===== config.mk =====
export PLATFORM = sky130hd
export DESIGN_NAME = first_system_decoder
export DESIGN_NICKNAME = d
export VERILOG_FILES = /design/src/rtl/first_system_decoder.sv
export SDC_FILE = /design/constraint.sdc
export NUM_CORES = 1
export LEC_CHECK = 0
export BUFFER_PORTS_ARGS = -buffer_cell sky130_fd_sc_hd__buf_4
export CAP_MARGIN = 5
export CORE_MARGIN = 2
export CORE_UTILIZATION = 40
export CTS_CLUSTER_SIZE = 20
export DETAILED_ROUTE_END_ITERATION = 10
export GPL_ROUTABILITY_DRIVEN = 0
export PLACE_DENSITY = 0.67
export SLEW_MARGIN = 15
export SYNTH_ARGS = -nofsm -noshare
export SYNTH_HDL_FRONTEND = slang
export SYNTH_SLANG_ARGS = --single-unit

===== constraint.sdc =====
create_clock -name clk -period 2 [get_ports clk]
set_input_delay 0.4 -clock clk [delete_from_list [all_inputs] [get_ports clk]]
set_output_delay 0.4 -clock clk [all_outputs]
set_load 0.01 [all_outputs]

===== src/rtl/first_system_decoder.sv =====
// Receive-side decoder for the two-wire dataflow link: recovers (in1, in2) pairs and packs PAIRS
// of them per output word. Define FIRST_SYSTEM_DECODER_STATS_EN to add a saturating word counter.
module first_system_decoder #(
  parameter int unsigned PAIRS = 4,
  parameter int unsigned CW    = $clog2(PAIRS + 1)
) (
  input  logic                 clk,
  input  logic                 rst_n,
  input  logic                 enc_valid,
  input  logic                 enc1,
  input  logic                 enc2,
  output logic                 enc_ready,
  input  logic                 flush,
  output logic                 word_valid,
  input  logic                 word_ready,
  output logic [2*PAIRS-1:0]   word_data,
  output logic [CW-1:0]        word_pairs
`ifdef FIRST_SYSTEM_DECODER_STATS_EN
  ,
  output logic [15:0]          word_count
`endif
);

  typedef enum logic [0:0] {StCollect, StHold} state_e;

  state_e             state_q, state_d;
  logic [CW-1:0]      cnt_q, cnt_d;
  logic [CW-1:0]      pairs_q, pairs_d;
  logic [2*PAIRS-1:0] data_q, data_d;
  logic               accept;
  logic [1:0]         pair;

  // Gated by rst_n so the link sees no ready while reset is asserted.
  assign enc_ready  = rst_n & ((state_q == StCollect) | word_ready);
  assign accept     = enc_valid & enc_ready;
  assign pair       = {enc1 ^ ~enc2, ~enc2};
  assign word_valid = (state_q == StHold);
  assign word_data  = data_q;
  assign word_pairs = pairs_q;

  always_comb begin
    state_d = state_q;
    cnt_d   = cnt_q;
    pairs_d = pairs_q;
    data_d  = data_q;
    unique case (state_q)
      StCollect: begin
        if (accept) begin
          for (int unsigned k = 0; k < PAIRS; k++) begin
            if (cnt_q == CW'(k)) data_d[2*k +: 2] = pair;
          end
          cnt_d = cnt_q + CW'(1);
        end
        if (accept && (cnt_q == CW'(PAIRS - 1))) begin
          state_d = StHold;
          pairs_d = CW'(PAIRS);
          cnt_d   = '0;
        end else if (flush && ((cnt_q != '0) || accept)) begin
          state_d = StHold;
          pairs_d = cnt_q + CW'(accept);
          cnt_d   = '0;
        end
      end
      StHold: begin
        if (word_ready) begin
          state_d = StCollect;
          data_d  = '0;
          pairs_d = '0;
          cnt_d   = '0;
          // A pair accepted on the handshake cycle starts the next word in slot 0.
          if (accept) begin
            data_d[1:0] = pair;
            if (PAIRS == 1) begin
              state_d = StHold;
              pairs_d = CW'(1);
            end else begin
              cnt_d = CW'(1);
            end
          end
        end
      end
      default: state_d = StCollect;
    endcase
  end

  always_ff @(posedge clk or negedge rst_n) begin
    if (!rst_n) begin
      state_q <= StCollect;
      cnt_q   <= '0;
      pairs_q <= '0;
      data_q  <= '0;
    end else begin
      state_q <= state_d;
      cnt_q   <= cnt_d;
      pairs_q <= pairs_d;
      data_q  <= data_d;
    end
  end

`ifdef FIRST_SYSTEM_DECODER_STATS_EN
  logic [15:0] word_count_q;

  always_ff @(posedge clk or negedge rst_n) begin
    if (!rst_n) begin
      word_count_q <= '0;
    end else if (word_valid && word_ready && (word_count_q != 16'hFFFF)) begin
      word_count_q <= word_count_q + 16'd1;
    end
  end

  assign word_count = word_count_q;
`endif

endmodule


==> impl_summary.log <==
[metrics] count of state elements after synthesis: 15
[metrics] total vias in the final route: roughly 790
[metrics] max-slew headroom at the worst pin: 0.713
[metrics] commonest cells after routing, fill and taps aside: sky130_fd_sc_hd__buf_4 (21), sky130_fd_sc_hd__dfrtp_1 (15), sky130_fd_sc_hd__nand2_1 (10), sky130_fd_sc_hd__inv_1 (9)
[metrics] count of inserted antenna diode cells: 0
[metrics] Distinct cells, synth: 32
[metrics] Setup Crit Path Kind: flip-flop to flip-flop
[metrics] setup slack of the critical path after layout: approximately 0.23 ns
[metrics] critical path data arrival time: around 2 ns
[metrics] count of endpoints failing setup in the final report: 0
[metrics] final-report hold violation count: 0
[metrics] register area share after synthesis: 0.391
[metrics] count of boundary I/O pins: 20
[metrics] detailed-routed wire length on met3: about 94 um
[metrics] detailed-placement wirelength estimate: between 1500 and 2000 um
[metrics] endpoint of the worst register-to-register path: word_pairs[1]
[metrics] number of instances in the placed design: between 100 and 150
[metrics] synth top area cells: sky130_fd_sc_hd__dfrtp_1 (39%), sky130_fd_sc_hd__ha_1 (9.1%), sky130_fd_sc_hd__mux2i_1 (8.3%)
[metrics] clock-pin transition on the worst setup and hold timing paths: about 0.09 ns
[metrics] total congestion overflow after global routing: 0
[metrics] post-layout instance count excluding filler cells: 146
[metrics] Clock Sinks: 15
[metrics] core utilization of the finished layout: 0.514
[metrics] Die ar.: roughly 2800 um2
[metrics] peak clock frequency supported by timing: ~570 MHz
[metrics] Max-Cap Viols: 0
[metrics] layout cells sized above 1: 0.271
[metrics] Routed Antenna Nets: 0
[metrics] reg2reg setup slack: 0.23 ns
[metrics] die height: 53.0 um
[metrics] source-to-sink clock delay at the later pin of the worst-skew pair: ~0.28 ns
[metrics] crit path time final: 1.77 ns
[metrics] number of cell instances on the worst register-to-register path: 6
[metrics] final cell area excluding filler cells: approximately 1100 um2
[metrics] result of the run: finished, final reports clean
[metrics] number of nets in the final layout: around 130
[metrics] Initial Util: 0.430
[metrics] Power Dens Cells: between 1000 and 1500 nW/um2
[metrics] total number of H-tree levels: 1
[metrics] # rows: 17
[metrics] post-CTS resize count: 0
[metrics] detailed-route DRC error count: 0
[metrics] count of fill cells added during filler insertion: 213
[metrics] worst-case clock skew: between 0.0015 and 0.002 ns
[metrics] TritonCTS clock tree: yes
[metrics] vias in the first global route: slightly above 800
[metrics] kind of launch point of the worst setup path: flip-flop
[metrics] Critical Path End Type: flip-flop
[metrics] most area-hungry cell type in the Yosys netlist: sky130_fd_sc_hd__dfrtp_1
[metrics] hold_ws: roughly 0.060 ns
[metrics] final wirelength: just over 2000 um
[metrics] Synth top area share: 0.391
[metrics] leakage power of the design: roughly 0.58 nW
[metrics] highest metal used: met4
[metrics] wire length of the first global-routing pass: approximately 3600 um
[metrics] Data required, critical path: ~2.2 ns
[metrics] average wire length per cell after detail routing: approximately 14 um
[metrics] RSZ-0062 raised after global routing: no
[metrics] Warnings, synthesis: 0
[metrics] final slew viol count: 0
[metrics] gate count of the mapped netlist: 97
[metrics] number of buffers created by CTS: 3
[metrics] final worst-path cycle share: 0.885
[metrics] area added between synthesis and finish: 19.5%
[metrics] slew of the pin with the lowest slew margin: about 0.43 ns
[metrics] combined area of all synthesized cells: 961 um2
[metrics] iteration-0 DRC count of the detailed router: 12
[metrics] total track usage: 0.177
[metrics] Initial DRT Pass Iterations: 4
[metrics] Pwr Total: approximately 1.3 mW
[metrics] hold_buf cts: 0
[metrics] Mapped Nets: 111
[metrics] Avg Synthesized Cell Area: 9.91 um2
[metrics] number of buffers on the longest clock path: 2
[metrics] cell area after placement: between 1000 and 1500 um2
[metrics] chip width: between 50 and 60 um
[metrics] maximum number of pins on one net before global-route repair: 19
[metrics] Total Neg Setup Slack: 0 ns
[metrics] number of setup buffers added after CTS: 0
[metrics] initial antenna violation count: 0
[metrics] worst setup slack before clock tree synthesis: around 0.17 ns
[metrics] Tightest Hold Check Type: input pin to asynchronous set/reset pin
[metrics] Reg2Reg Launch Point: cnt_q[0]
[metrics] VDD IR-drop max: ~0.57 mV
[metrics] number of buffers inserted by port buffering: 19
[metrics] Vias per Instance: ~5.4
[metrics] wire length on met1: about 950 um
[metrics] routed wire length on met2: 977 um
[metrics] cell at the root of the clock tree: sky130_fd_sc_hd__clkbuf_4
[metrics] area of the core: about 2200 um2
[metrics] peak fanout along the critical path: 5
[metrics] most common library cell in the layout ignoring fill and taps: sky130_fd_sc_hd__buf_4
-- synthesized netlist by cell type --
library cell,n
sky130_fd_sc_hd__nand3_1,1
sky130_fd_sc_hd__buf_6,2
sky130_fd_sc_hd__nor2b_1,1
sky130_fd_sc_hd__o31ai_1,1
sky130_fd_sc_hd__nor2_1,3
sky130_fd_sc_hd__dfrtp_1,15
sky130_fd_sc_hd__a221o_2,1
sky130_fd_sc_hd__or2_1,1
sky130_fd_sc_hd__a211o_1,1
sky130_fd_sc_hd__nor3_1,1
sky130_fd_sc_hd__nor2b_4,1
sky130_fd_sc_hd__ha_1,7
sky130_fd_sc_hd__o21ai_0,8
sky130_fd_sc_hd__a31oi_1,2
sky130_fd_sc_hd__a32o_1,2
sky130_fd_sc_hd__o22ai_1,2
sky130_fd_sc_hd__mux2i_1,8
sky130_fd_sc_hd__nand2b_1,1
sky130_fd_sc_hd__xor2_1,2
sky130_fd_sc_hd__nand2_1,10
sky130_fd_sc_hd__a22oi_1,1
sky130_fd_sc_hd__a221o_1,2
sky130_fd_sc_hd__nor3_2,1
sky130_fd_sc_hd__o211ai_1,1
sky130_fd_sc_hd__or3_1,1
sky130_fd_sc_hd__inv_1,9
sky130_fd_sc_hd__and2_4,2
sky130_fd_sc_hd__buf_2,2
sky130_fd_sc_hd__a21oi_1,4
sky130_fd_sc_hd__and2_1,1
sky130_fd_sc_hd__o21a_1,1
sky130_fd_sc_hd__nand2b_4,2
-- metal layers --
layer,track usage,vias up
met2,0.288,22
li1,-,382
met1,0.228,379
met3,0.0395,4
met4,0.0684,0
met5,0,-
-- report_power, final --
group          switching (mW)  total (mW)  internal (mW)
sequential             0.0800       0.485          0.405
clock                   0.102       0.176         0.0743
combinational           0.354       0.688          0.334
total                   0.536        1.35          0.813
-- cells by family after synthesis --
kind of cell,share of synthesized area
buf+inv,0.0690
flops,0.391
compound gates,0.182
fa+ha+maj,0.0911
mux,0.0833
simple gates,0.165
xor+xnor,0.0182
-- state kept, by name (all words and copies together) (netlist names) --
name        cells
word_data       8
cnt_q           3
word_pairs      3
word_valid      1
-- area by class of cell --
cell class	count	area (um2)	area share
tap	28	35.0	0.0305
clock inverter	1	5.00	0.00436
timing repair buffer	21	158	0.137
inverter	9	33.8	0.0294
sequential	15	375	0.327
clock buffer	3	22.5	0.0196
multi-input combinational	69	519	0.452
-- critical path, cell delays in order, from the launching register on --
cell	delay (ns)
sky130_fd_sc_hd__dfrtp_1	0.45
sky130_fd_sc_hd__ha_1	0.22
sky130_fd_sc_hd__ha_1	0.24
sky130_fd_sc_hd__or2_1	0.24
sky130_fd_sc_hd__a221o_2	0.33
sky130_fd_sc_hd__nand2_1	0.09
sky130_fd_sc_hd__a32o_1	0.13
-- how the worst max path moves through the flow --
stage / from / endpoint / slack (ns)
floorplan: word_valid / word_pairs[2] / 0.23
detailed placement: rst_n / word_pairs[2] / 0.17
global route: cnt_q[0] / word_pairs[1] / 0.13
finish: cnt_q[0] / word_pairs[1] / 0.23
global placement: rst_n / word_pairs[2] / 0.24
CTS: cnt_q[0] / word_pairs[1] / 0.23
No activity file was read; power rests on OpenSTA's default activity.
